$ cat src/rtl/fetch_unit_if.sv
// Instruction-memory channel between the fetch stage and instruction memory.
//   imem_req_valid / imem_req_ready / imem_addr : word request, valid/ready handshake
//   imem_rsp_valid / imem_rsp_data              : response, valid only (no backpressure)
// master modport: fetch side, slave modport: memory side.
interface fetch_unit_if #(
  parameter int unsigned XLEN = 32
) ();
  logic            imem_req_valid;
  logic            imem_req_ready;
  logic [XLEN-1:0] imem_addr;
  logic            imem_rsp_valid;
  logic [XLEN-1:0] imem_rsp_data;

  modport master (
    output imem_req_valid,
    output imem_addr,
    input  imem_req_ready,
    input  imem_rsp_valid,
    input  imem_rsp_data
  );

  modport slave (
    input  imem_req_valid,
    input  imem_addr,
    output imem_req_ready,
    output imem_rsp_valid,
    output imem_rsp_data
  );
endinterface

$ cat src/rtl/fetch_unit.sv
// Instruction fetch stage: holds the PC, issues one word request at a time to
// instruction memory and hands {instruction, pc} to decode through the IF/ID
// register, with a one-entry skid buffer for responses that land during a stall.
// Ports:
//   clk, rst            : clock, synchronous active-high reset
//   imem (master)       : request/response channel to instruction memory
//   redirect_valid/_pc  : flush and refetch from redirect_pc (low two bits ignored)
//   stall               : decode cannot accept, IF/ID holds
//   id_valid/_instruction/_pc : IF/ID register contents
//   perf_fetched/_flushed     : event counters, present only with FETCH_PERF_CNT_EN
// Optional feature macro: FETCH_PERF_CNT_EN.
module fetch_unit #(
  parameter int unsigned     XLEN     = 32,
  parameter logic [XLEN-1:0] RESET_PC = '0
) (
  input  logic            clk,
  input  logic            rst,
  fetch_unit_if.master    imem,
  input  logic            redirect_valid,
  input  logic [XLEN-1:0] redirect_pc,
  input  logic            stall,
  output logic            id_valid,
  output logic [XLEN-1:0] id_instruction,
  output logic [XLEN-1:0] id_pc
`ifdef FETCH_PERF_CNT_EN
  ,
  output logic [31:0]     perf_fetched,
  output logic [31:0]     perf_flushed
`endif
);

  localparam logic [XLEN-1:0] NOP = XLEN'(32'h0000_0013);

  typedef enum logic [1:0] {S_REQ, S_WAIT, S_HOLD, S_DROP} state_e;

  state_e          state_q, state_d;
  logic [XLEN-1:0] pc_q, pc_d;
  logic            id_valid_q, id_valid_d;
  logic [XLEN-1:0] id_instr_q, id_instr_d;
  logic [XLEN-1:0] id_pc_q, id_pc_d;
  // Skid buffer occupancy is implied by state HOLD, so it carries no valid bit.
  logic [XLEN-1:0] skid_data_q, skid_data_d;
  logic [XLEN-1:0] skid_pc_q, skid_pc_d;
  logic            req_valid_q;
  logic            can_accept;
  logic            rsp;

  assign can_accept = !id_valid_q || !stall;
  assign rsp        = imem.imem_rsp_valid;

  // State register
  always_ff @(posedge clk) begin
    if (rst) state_q <= S_REQ;
    else     state_q <= state_d;
  end

  // Next-state logic; redirect outranks every other event
  always_comb begin
    state_d = state_q;
    if (redirect_valid) begin
      case (state_q)
        S_REQ:   state_d = imem.imem_req_ready ? S_DROP : S_REQ;
        S_WAIT:  state_d = rsp ? S_REQ : S_DROP;
        S_HOLD:  state_d = S_REQ;
        default: state_d = rsp ? S_REQ : S_DROP;
      endcase
    end else begin
      case (state_q)
        S_REQ:   if (imem.imem_req_ready) state_d = S_WAIT;
        S_WAIT:  if (rsp) state_d = can_accept ? S_REQ : S_HOLD;
        S_HOLD:  if (!stall) state_d = S_REQ;
        default: if (rsp) state_d = S_REQ;
      endcase
    end
  end

  // Datapath next values: PC, IF/ID register and skid buffer
  always_comb begin
    pc_d        = pc_q;
    id_valid_d  = id_valid_q && stall;  // drops once consumed unless reloaded below
    id_instr_d  = id_instr_q;
    id_pc_d     = id_pc_q;
    skid_data_d = skid_data_q;
    skid_pc_d   = skid_pc_q;
    if (redirect_valid) begin
      pc_d        = redirect_pc & ~XLEN'(3);
      id_valid_d  = 1'b0;
      skid_data_d = '0;
      skid_pc_d   = '0;
    end else begin
      case (state_q)
        S_WAIT: begin
          if (rsp) begin
            pc_d = pc_q + XLEN'(4);
            if (can_accept) begin
              id_valid_d = 1'b1;
              id_instr_d = imem.imem_rsp_data;
              id_pc_d    = pc_q;
            end else begin
              skid_data_d = imem.imem_rsp_data;
              skid_pc_d   = pc_q;
            end
          end
        end
        S_HOLD: begin
          if (!stall) begin
            id_valid_d = 1'b1;
            id_instr_d = skid_data_q;
            id_pc_d    = skid_pc_q;
          end
        end
        default: ;
      endcase
    end
  end

  // Datapath registers
  always_ff @(posedge clk) begin
    if (rst) begin
      pc_q        <= RESET_PC;
      id_valid_q  <= 1'b0;
      id_instr_q  <= NOP;
      id_pc_q     <= '0;
      skid_data_q <= '0;
      skid_pc_q   <= '0;
      req_valid_q <= 1'b1;
    end else begin
      pc_q        <= pc_d;
      id_valid_q  <= id_valid_d;
      id_instr_q  <= id_instr_d;
      id_pc_q     <= id_pc_d;
      skid_data_q <= skid_data_d;
      skid_pc_q   <= skid_pc_d;
      req_valid_q <= (state_d == S_REQ);
    end
  end

  assign imem.imem_req_valid = req_valid_q;
  assign imem.imem_addr      = pc_q;
  assign id_valid            = id_valid_q;
  assign id_instruction      = id_instr_q;
  assign id_pc               = id_pc_q;

`ifdef FETCH_PERF_CNT_EN
  logic [31:0] perf_fetched_q;
  logic [31:0] perf_flushed_q;

  // A load into IF/ID is a valid next value while the register is not holding.
  always_ff @(posedge clk) begin
    if (rst) begin
      perf_fetched_q <= '0;
      perf_flushed_q <= '0;
    end else begin
      if (id_valid_d && can_accept) perf_fetched_q <= perf_fetched_q + 32'd1;
      if (redirect_valid && (id_valid_q || state_q == S_WAIT || state_q == S_HOLD))
        perf_flushed_q <= perf_flushed_q + 32'd1;
    end
  end

  assign perf_fetched = perf_fetched_q;
  assign perf_flushed = perf_flushed_q;
`endif

endmodule

$ cat src/flat_wrapper.sv
// flat-port wrapper written by rule: the top's interface ports become plain ports
module fetch_unit_flat 
#(
  parameter int unsigned     XLEN     = 32,
  parameter logic [XLEN-1:0] RESET_PC = '0
)
  (clk, rst, redirect_valid, redirect_pc, stall, id_valid, id_instruction, id_pc, imem_imem_req_valid, imem_imem_addr, imem_imem_req_ready, imem_imem_rsp_valid, imem_imem_rsp_data);
  fetch_unit_if #(.XLEN(XLEN)) imem_i ();
  input  logic clk;
  input  logic rst;
  input  logic redirect_valid;
  input  logic [XLEN-1:0] redirect_pc;
  input  logic stall;
  output logic id_valid;
  output logic [XLEN-1:0] id_instruction;
  output logic [XLEN-1:0] id_pc;
  output wire logic [$bits(imem_i.imem_req_valid)-1:0] imem_imem_req_valid;
  output wire logic [$bits(imem_i.imem_addr)-1:0] imem_imem_addr;
  input wire logic [$bits(imem_i.imem_req_ready)-1:0] imem_imem_req_ready;
  input wire logic [$bits(imem_i.imem_rsp_valid)-1:0] imem_imem_rsp_valid;
  input wire logic [$bits(imem_i.imem_rsp_data)-1:0] imem_imem_rsp_data;
  assign imem_imem_req_valid = imem_i.imem_req_valid;
  assign imem_imem_addr = imem_i.imem_addr;
  assign imem_i.imem_req_ready = imem_imem_req_ready;
  assign imem_i.imem_rsp_valid = imem_imem_rsp_valid;
  assign imem_i.imem_rsp_data = imem_imem_rsp_data;
  fetch_unit #(.XLEN(XLEN), .RESET_PC(RESET_PC)) u_core (.clk(clk), .rst(rst), .imem(imem_i), .redirect_valid(redirect_valid), .redirect_pc(redirect_pc), .stall(stall), .id_valid(id_valid), .id_instruction(id_instruction), .id_pc(id_pc));
endmodule
$ cat config.mk
export PLATFORM = sky130hd
export DESIGN_NAME = fetch_unit_flat
export DESIGN_NICKNAME = d
export VERILOG_FILES = /design/src/rtl/fetch_unit_if.sv /design/src/rtl/fetch_unit.sv /design/src/flat_wrapper.sv
export SDC_FILE = /design/constraint.sdc
export NUM_CORES = 1
export LEC_CHECK = 0
export ABC_CLOCK_PERIOD_IN_PS = 2000
export CAP_MARGIN = 25
export CORE_ASPECT_RATIO = 1.75
export CORE_MARGIN = 2
export CORE_UTILIZATION = 43
export CTS_CLUSTER_SIZE = 28
export DETAILED_ROUTE_END_ITERATION = 10
export PLACE_DENSITY = 0.71
export SLEW_MARGIN = 20
export SYNTH_ARGS = -nofsm -noshare
export SYNTH_HDL_FRONTEND = slang
export SYNTH_SLANG_ARGS = --single-unit
$ cat constraint.sdc
create_clock -name clk -period 2 [get_ports clk]
set_input_delay 0.4 -clock clk [delete_from_list [all_inputs] [get_ports clk]]
set_output_delay 0.4 -clock clk [all_outputs]
set_load 0.005 [all_outputs]
==> results.sh, run 1 <==
export IMPL_status="complete, no violations"
export IMPL_clkTransAtPathRegs_ns=0.06
export IMPL_ant_nets=0
export IMPL_end_kind="output pin"
export IMPL_first_iter_violations=205
export IMPL_worst_ir_drop_vdd_mv=0.643
export IMPL_synth_common_cells="158 x dfxtp_1, 148 x nand2_1, 96 x nor2_1"
export IMPL_syn_area_um2=6980
export IMPL_hpwlAfterDp_um=13400
export IMPL_overflow=0
export IMPL_place_congestion=0.822
export IMPL_finalCritPeriodShare_pct=93.8
export IMPL_synth_area_per_cell_um2=8.85
export IMPL_final_area_um2=9810
export IMPL_postPlaceCellArea_um2=9150
export IMPL_wl_um=18800
export IMPL_crit_path_start_kind="flip-flop"
export IMPL_timing_hold_ws_ns=0.251
export IMPL_portBuffers=161
export IMPL_intPower_w=0.00621
export IMPL_die_h_um=173
export IMPL_yosys_area_top_type="dfxtp_1"
export IMPL_dr_pass1_iters=4
export IMPL_switching_share_pct=23.9
export IMPL_maxSlewViolCount=0
export IMPL_setup_viol=0
export IMPL_drive_above_1_share_pct=14.7
export IMPL_die_area_um2=17300
export IMPL_ios=168
export IMPL_clkLatencyLatePin_ns=0.41
export IMPL_critical_path_required_ns=1.60
export IMPL_synth_seq_cells=158
export IMPL_postSynthCellCount=789
export IMPL_cts_sinks=158
export IMPL_ys_warnings_count=0
export IMPL_drv_cap=0
export IMPL_clock_fmax_mhz=533
export IMPL_avgRoutedWirePerCell_um=16.0
export IMPL_ff_latch_area_um2=3160
export IMPL_hp_class="input pin to flip-flop"
export IMPL_num_vias=6132
export IMPL_drc=0
export IMPL_cts_buffers=17
export IMPL_grt_pass1_wl_um=30700
export IMPL_min_path_cells=2
export IMPL_post_cts_buffers=0
export IMPL_cts_tree="built"
export IMPL_core_area_um2=15900
export IMPL_start_util_pct=44.0
export IMPL_h_tree_depth=4
export IMPL_path_class="flip-flop to output pin"
export IMPL_die_w_um=100
export IMPL_yosysMostFrequentCell="dfxtp_1"
export IMPL_period_needed_ns=1.88
export IMPL_power_density_nw_per_um2=832
export IMPL_hold_viol=0
export IMPL_ff2ff_path_depth=8
export IMPL_ys_dominant_reg_cell="dfxtp_1"
export IMPL_grt_max_degree=57
export IMPL_antenna_found_initial=2
export IMPL_pwr_share_clk_pct=42.5
export IMPL_nets=1049
export IMPL_switching_power_w=0.00195
export IMPL_async_flop_share_pct=0
export IMPL_p_seq_share_pct=41.7
export IMPL_combPwrFrac_pct=15.8
export IMPL_nFillCells=1399
export IMPL_ys_types=49
export IMPL_yosys_top_cells_area="dfxtp_1 45%, mux2i_1 9.2%, nand2_1 8.0%"
export IMPL_multi_input_area_um2=3540
export IMPL_via_per_inst=5.21
export IMPL_p_leak_nw=3.35
export IMPL_yosysTopAreaCellShare_pct=45.3
export IMPL_rows=61
export IMPL_cp_arrival_ns=1.48
export IMPL_crit_path_max_fanout=7
export IMPL_cts_repair_resized=1
export IMPL_cts_max_path_buffers=2
export IMPL_areaGrowthSynthToFinish_pct=40.5
export IMPL_yosysSeqAreaShare_pct=45.3
export IMPL_fin_worst_skew_ns=0.00870
export IMPL_cts_hold_fix_buffers=0
export IMPL_grt_setup_unrepaired="false"
export IMPL_grt_pass1_vias=6163
export IMPL_synth_edff_count=0
export IMPL_root_buffer="clkbuf_16"
export IMPL_track_usage_pct=22.1
[registers in the layout, indices dropped and copies added, names as in the netlist]
name,count
u_core.id_instruction,32
u_core.id_pc,30
u_core.id_valid,1
u_core.imem.imem_addr,30
u_core.imem.imem_req_valid,1
u_core.skid_data_q,32
u_core.skid_pc_q,30
u_core.state_q,2
[power by group through the flow]
stage | logic, W | registers [W] | clock network, W
final | 0.00129 | 0.00340 | 0.00347
after global routing | 0.00140 | 0.00342 | 0.00365
after CTS | 0.00130 | 0.00340 | 0.00352
after detailed placement | 0.00129 | 0.00347 | 0
after global placement | 0.00128 | 0.00347 | 0
after floorplan | 0.000599 | 0.00349 | 0
[logic make-up (layout without fill, tap and decap cells)]
family,Yosys count,after routing,share of synthesized area (%)
xor+xnor,28,28,3.51
buf+inv,69,263,4.73
fa+ha+maj,5,5,0.896
simple gates,295,295,18.4
mux,67,67,9.66
other cells,1,6,0.0537
compound gates,166,166,17.4
flops,158,158,45.3
[path summary, 6_finish.rpt]
check	start	endpoint	slack, ns
worst max-delay path	u_core.imem.imem_addr[10]$_SDFFE_PP0P_	imem_imem_addr[10]	0.12
worst min-delay path	rst	u_core.imem.imem_addr[30]$_SDFFE_PP0P_	0.25
worst max register to register	u_core.state_q[0]$_SDFF_PP0_	u_core.id_instruction[29]$_SDFFE_PP0P_	0.14
worst min register to register	u_core.skid_data_q[2]$_SDFFE_PP0P_	u_core.skid_data_q[2]$_SDFFE_PP0P_	0.45
[worst max-delay path: stages, from the launching register on]
cell             delay [ns]
dfxtp_1                0.38
buf_4                  0.18
clkdlybuf4s50_1        0.51
[per-stage QoR]
stage	power (W)	setup WS, ns	cells	setup TNS (ns)	util (%)
final	0.00816	0.125	1177	0	61.8
after global routing	0.00848	0.0229	1177	0	61.8
after CTS	0.00822	0.0348	1175	0	61.6
after detailed placement	0.00476	-0.286	1144	-25.20	57.6
after global placement	0.00474	-0.214	1144	-19.70	57.6
after floorplan	0.00409	0.147	792	0	-
[cells in the final DEF, fill, tap and decap left out, types with 4 or more instances in the layout]
master and count:
mux2i_1 64, nand2_1 148, nor2_1 95, dfxtp_1 157, o21ai_0 6, a211oi_2 33, a211oi_1 41, clkbuf_16 17
a21oi_1 76, clkdlybuf4s50_1 160, xnor2_1 6, and3_1 4, buf_12 9, nand3_1 12, xor2_1 22, buf_4 56
inv_1 7, bufinv_16 4, conb_1 4, nand4_1 10
[cell type report]
type | count | area share, %
inverters | 7 | 0.268
flip-flops and latches | 158 | 32.3
well taps | 189 | 2.41
clock buffers | 23 | 4.87
diodes | 2 | 0.0510
clock inverters | 8 | 1.57
multi-input cells | 565 | 36.1
repair buffers | 225 | 22.5
[routing by layer]
layer | wire (µm) | up-vias | track usage [%]
li1 | - | 3098 | -
met1 | 7180 | 2885 | 23.8
met2 | 10500 | 133 | 41.4
met3 | 809 | 16 | 4.85
met4 | 361 | 0 | 7.93
met5 | 0 | - | 0
(Power assumes the default switching activity.)
==> run 2, diff against run 1 <==
--- a/config.mk
+++ b/config.mk
@@ -9,10 +9,10 @@
 export CAP_MARGIN = 25
 export CORE_ASPECT_RATIO = 1.75
 export CORE_MARGIN = 2
-export CORE_UTILIZATION = 43
+export CORE_UTILIZATION = 46
 export CTS_CLUSTER_SIZE = 28
 export DETAILED_ROUTE_END_ITERATION = 10
-export PLACE_DENSITY = 0.71
+export PLACE_DENSITY = 0.75
 export SLEW_MARGIN = 20
 export SYNTH_ARGS = -nofsm -noshare
 export SYNTH_HDL_FRONTEND = slang
==> results.sh, run 2 (synthesized netlist as in run 1, its figures left out) <==
export IMPL_status="complete, no violations"
export IMPL_crit_cells=8
export IMPL_setup_ws_ns=0.0859
export IMPL_cpMaxStageDelayCell="o32a_1"
export IMPL_cts_sinks=158
export IMPL_power_density_nw_per_um2=798
export IMPL_end_kind="flip-flop"
export IMPL_overflow=0
export IMPL_die_area_um2=16200
export IMPL_cp_common_cell="buf_12"
export IMPL_pwr_share_clk_pct=39.5
export IMPL_h_tree_depth=4
export IMPL_root_buffer="clkbuf_16"
export IMPL_switching_power_w=0.00205
export IMPL_fin_total_pwr_w=0.00779
export IMPL_maxSlewViolCount=0
export IMPL_critical_path_required_ns=2.32
export IMPL_ios=168
export IMPL_nets=1047
export IMPL_nFillCells=1226
export IMPL_fin_worst_skew_ns=0.00934
export IMPL_critical_path_top_delay_family="compound AO/OA/AOI/OAI gates"
export IMPL_cts_hold_fix_buffers=0
export IMPL_avgRoutedWirePerCell_um=15.8
export IMPL_fin_util_pct=65.8
export IMPL_core_area_um2=14800
export IMPL_cts_max_path_buffers=2
export IMPL_die_h_um=167
export IMPL_ant_nets=0
export IMPL_startpoint="u_core.state_q[0]$_SDFF_PP0_"
export IMPL_wl_um=18500
export IMPL_hold_viol=0
export IMPL_switching_share_pct=26.4
export IMPL_final_common_cell="clkdlybuf4s50_1"
export IMPL_hpwlAfterDp_um=12900
export IMPL_min_from="rst"
export IMPL_cts_tree="built"
export IMPL_post_cts_buffers=0
export IMPL_combPwrFrac_pct=16.8
export IMPL_rows=59
export IMPL_p_seq_share_pct=43.7
export IMPL_first_iter_violations=283
export IMPL_portBuffers=161
export IMPL_intPower_w=0.00574
export IMPL_r2r_start="u_core.state_q[0]$_SDFF_PP0_"
export IMPL_cts_buffers=17
export IMPL_reg2reg_setup_slack_ns=0.09
export IMPL_p_leak_nw=3.32
export IMPL_period_needed_ns=1.91
export IMPL_grt_pass1_vias=5856
export IMPL_die_w_um=97.1
export IMPL_dp_slack_ns=-0.238
export IMPL_grt_pass1_wl_um=29300
export IMPL_areaGrowthSynthToFinish_pct=40.0
export IMPL_finalCritPeriodShare_pct=95.7
export IMPL_layout_common_cells="160 x clkdlybuf4s50_1, 157 x dfxtp_1, 148 x nand2_1, 95 x nor2_1, 76 x a21oi_1"
export IMPL_worst_ir_drop_vdd_mv=0.560
export IMPL_dr_pass1_iters=4
export IMPL_r2r_end="u_core.id_pc[2]$_SDFFE_PP0P_"
export IMPL_crit_end="u_core.id_pc[2]$_SDFFE_PP0P_"
export IMPL_cp_cell_sequence="inv_1 > ha_4 > o32a_1 > nor2_4 > buf_12 > buf_12 > nor2_1 > a211oi_1"
export IMPL_clkLatencyLatePin_ns=0.42
export IMPL_clock_fmax_mhz=522
export IMPL_crit_path_start_kind="flip-flop"
export IMPL_setup_viol=0
export IMPL_cp_arrival_ns=2.24
export IMPL_place_congestion=0.864
export IMPL_max_stage_delay_ns=0.38
export IMPL_grt_setup_unrepaired="false"
export IMPL_drc=0
export IMPL_path_buf_inv=3
export IMPL_drv_cap=0
export IMPL_start_util_pct=47.0
export IMPL_antenna_found_initial=1
export IMPL_tns_ns=0
export IMPL_grt_max_degree=53
export IMPL_ff2ff_path_depth=8
export IMPL_clkTransAtPathRegs_ns=0.06
export IMPL_path_class="flip-flop to flip-flop"
export IMPL_crit_path_max_fanout=24
export IMPL_drive_above_1_share_pct=14.9
export IMPL_via_per_inst=5.30
export IMPL_num_vias=6201
export IMPL_hp_class="input pin to flip-flop"
export IMPL_track_usage_pct=22.4
run 2: cell count changes in the layout (fill, tap and decap cells not counted), sizes merged:
cell,delta
bufinv,-4
clkbuf,-3
clkinv,+3
clkinvlp,+3
buf,-2
inv,+2
diode,-1
run 2: what timing repair did:
| action | in CTS | in global routing |
|---|---|---|
| endpoints found under the hold margin | 0 | 0 |
| endpoints found under the setup margin | 2 | 20 |
| pin swaps | 0 | 1 |
| gates resized for setup | 1 | 5 |
run 2: power groups by stage:
stage | registers (W) | logic (W) | clock network, W
2_1_floorplan | 0.00349 | 0.000599 | 0
3_3_place_gp | 0.00347 | 0.00128 | 0
3_5_place_dp | 0.00347 | 0.00130 | 0
4_1_cts | 0.00341 | 0.00131 | 0.00312
5_1_grt | 0.00343 | 0.00141 | 0.00327
6_report | 0.00341 | 0.00131 | 0.00308
run 2: routing by layer:
metal | global-route usage (%) | vias up | share of wire [%]
met3 | 5.20 | 45 | 4.4
met4 | 10.7 | 0 | 4.0
li1 | - | 3091 | -
met2 | 41.0 | 163 | 54
met1 | 23.8 | 2902 | 38
met5 | 0 | - | 0
run 2: area by class of cell:
class                   instances  area, µm²  area share (%)
clock buffers                  20        467            4.78
multi-input cells             565       3540            36.2
well taps                     183        229            2.34
flip-flops and latches        158       3170            32.4
repair buffers                223       2240            22.9
clock inverters                12        103            1.05
inverters                       7       26.3           0.269
diodes                          1       2.50          0.0256
run 2: stage by stage:
| step | hold WS, ns | cell area, µm² | instances |
|---|---|---|---|
| finish | 0.307 | 9770 | 1169 |
| global route | 0.309 | 9770 | 1169 |
| CTS | 0.297 | 9740 | 1168 |
| detailed placement | 0.446 | 9170 | 1136 |
| global placement | 0.438 | 9170 | 1136 |
| floorplan | 0.433 | 6990 | 792 |
run 2: how the worst min path moves through the flow:
| stage | end | slack, ns | depth (start not counted) |
|---|---|---|---|
| global placement | u_core.skid_data_q[4]$_SDFFE_PP0P_ | 0.44 | 2 |
| floorplan | u_core.skid_data_q[0]$_SDFFE_PP0P_ | 0.43 | 2 |
| detailed placement | u_core.skid_data_q[30]$_SDFFE_PP0P_ | 0.45 | 2 |
| CTS | u_core.imem.imem_addr[7]$_SDFFE_PP0P_ | 0.30 | 2 |
| global route | u_core.imem.imem_addr[7]$_SDFFE_PP0P_ | 0.31 | 2 |
| finish | u_core.imem.imem_addr[30]$_SDFFE_PP0P_ | 0.31 | 2 |
==> run 3, diff against run 2 <==
--- a/config.mk
+++ b/config.mk
@@ -9,10 +9,11 @@
 export CAP_MARGIN = 25
 export CORE_ASPECT_RATIO = 1.75
 export CORE_MARGIN = 2
-export CORE_UTILIZATION = 46
+export CORE_UTILIZATION = 50
 export CTS_CLUSTER_SIZE = 28
 export DETAILED_ROUTE_END_ITERATION = 10
-export PLACE_DENSITY = 0.75
+export PLACE_DENSITY = 0.8
+export SKIP_CTS_REPAIR_TIMING = 1
 export SLEW_MARGIN = 20
 export SYNTH_ARGS = -nofsm -noshare
 export SYNTH_HDL_FRONTEND = slang
==> results.sh, run 3 (synthesized netlist as in run 1, its figures left out) <==
export IMPL_track_usage_pct=24.7
export IMPL_via_per_inst=5.39
export IMPL_worst_slew_pin_slew_ns=0.698
export IMPL_grt_pass1_vias=5885
export IMPL_die_h_um=160
export IMPL_path_class="flip-flop to flip-flop"
export IMPL_h_tree_depth=4
export IMPL_dr_pass1_iters=5
export IMPL_cp_arrival_ns=2.23
export IMPL_end_kind="flip-flop"
export IMPL_ff2ff_path_depth=10
export IMPL_place_congestion=0.830
export IMPL_crit_path_start_kind="flip-flop"
export IMPL_hold_viol=0
export IMPL_r2r_start="u_core.state_q[1]$_SDFF_PP0_"
export IMPL_final_common_cell="clkdlybuf4s50_1"
export IMPL_cts_buffers=17
export IMPL_hp_class="input pin to flip-flop"
export IMPL_cts_sinks=158
export IMPL_ios=168
export IMPL_root_buffer="clkbuf_16"
export IMPL_wl_um=19800
export IMPL_maxSlewViolCount=0
export IMPL_overflow=0
export IMPL_num_vias=6355
export IMPL_drive_above_1_share_pct=16.8
export IMPL_slew_headroom_pct=53.5
export IMPL_period_needed_ns=1.95
export IMPL_start_util_pct=50.7
export IMPL_clkLatencyLatePin_ns=0.43
export IMPL_drv_cap=0
export IMPL_fin_util_pct=72.7
export IMPL_status="complete, no violations"
export IMPL_min_from="rst"
export IMPL_min_to="u_core.state_q[0]$_SDFF_PP0_"
export IMPL_worst_ir_drop_vdd_mv=0.573
export IMPL_r2r_end="u_core.id_instruction[31]$_SDFFE_PP0P_"
export IMPL_drc=0
export IMPL_grt_max_degree=63
export IMPL_rows=57
export IMPL_cts_max_path_buffers=2
export IMPL_finalCritPeriodShare_pct=97.3
export IMPL_layout_common_cells="159 x clkdlybuf4s50_1, 156 x dfxtp_1, 148 x nand2_1, 95 x nor2_1, 76 x a21oi_1"
export IMPL_areaGrowthSynthToFinish_pct=43.4
export IMPL_die_w_um=93.3
export IMPL_nets=1062
export IMPL_hpwlAfterDp_um=12500
export IMPL_setup_viol=0
export IMPL_grt_setup_unrepaired="true"
export IMPL_crit_path_max_fanout=6
export IMPL_power_density_nw_per_um2=813
export IMPL_portBuffers=161
export IMPL_die_area_um2=15000
export IMPL_core_area_um2=13800
export IMPL_avgRoutedWirePerCell_um=16.8
export IMPL_min_path_cells=4
export IMPL_fin_worst_skew_ns=0.0106
export IMPL_antenna_found_initial=0
export IMPL_clkTransAtPathRegs_ns=0.06
export IMPL_p_leak_nw=3.47
export IMPL_cts_tree="built"
export IMPL_tns_ns=0
export IMPL_critical_path_required_ns=2.28
export IMPL_reg2reg_setup_slack_ns=0.05
export IMPL_clock_fmax_mhz=514
export IMPL_grt_pass1_wl_um=29300
export IMPL_ant_nets=0
export IMPL_first_iter_violations=305
==> run 3: cell types whose count changed in the layout (fill, tap and decap cells not counted), sizes merged <==
cell / previous run / this run
clkinv: 4 / 3
clkdlybuf4s50: 160 / 159
bufinv: 0 / 2
buf: 63 / 74
inv: 11 / 16
clkinvlp: 4 / 1
clkbuf: 20 / 21
dlymetal6s2s: 0 / 1
==> run 3: worst max path at each step <==
stage | startpoint | end | slack (ns) | cells past startpoint
final | u_core.state_q[1]$_SDFF_PP0_ | u_core.id_instruction[31]$_SDFFE_PP0P_ | 0.05 | 10
after global routing | u_core.state_q[1]$_SDFF_PP0_ | u_core.id_pc[7]$_SDFFE_PP0P_ | -0.03 | 10
after CTS | u_core.state_q[0]$_SDFF_PP0_ | u_core.id_pc[31]$_SDFFE_PP0P_ | -0.12 | 8
after detailed placement | imem_imem_rsp_valid | u_core.id_pc[31]$_SDFFE_PP0P_ | -0.29 | 8
after global placement | imem_imem_rsp_valid | u_core.id_pc[6]$_SDFFE_PP0P_ | -0.20 | 8
after floorplan | u_core.state_q[1]$_SDFF_PP0_ | u_core.id_pc[26]$_SDFFE_PP0P_ | 0.15 | 9
==> run 3: area by class of cell <==
type | count | area, µm²
Clock inverter | 15 | 175
Sequential cell | 158 | 3170
Timing Repair Buffer | 238 | 2430
Antenna cell | 1 | 2.50
Clock buffer | 17 | 425
Inverter | 7 | 26.3
Multi-Input combinational cell | 565 | 3560
Tap cell | 177 | 221
Fill cell | 1007 | 3760
==> run 3: critical path: stages (launching register included) <==
cell and delay [ns]:
dfxtp_2 0.32, inv_2 0.07, ha_4 0.17, nand2_2 0.06, o32a_1 0.40, nor2_4 0.14
buf_12 0.13, buf_12 0.14, buf_4 0.15, clkbuf_16 0.15, a211oi_1 0.06
==> run 3: layer usage <==
layer	vias to the layer above	track usage (%)	routed length, µm
met5	-	0	0
met4	0	10.9	578
met3	37	4.88	866
met2	180	43.8	10800
met1	3032	28.2	7490
li1	3106	-	-
==> run 3: power by group <==
part	switching, W	internal (W)	total (W)
Combinational	0.000618	0.000778	0.00140
Clock	0.00144	0.00189	0.00333
Sequential	0.000109	0.00330	0.00341
==> run 3: per-stage QoR <==
step	setup WS, ns	total power, W	cells	area (µm²)	hold WS, ns
5_1_grt	-0.0293	0.00839	1177	10000	0.319
3_3_place_gp	-0.196	0.00473	1127	9120	0.439
6_report	0.0542	0.00813	1178	10000	0.306
2_1_floorplan	0.147	0.00409	792	6990	0.433
3_5_place_dp	-0.293	0.00476	1127	9120	0.446
4_1_cts	-0.116	0.00805	1159	9720	0.313
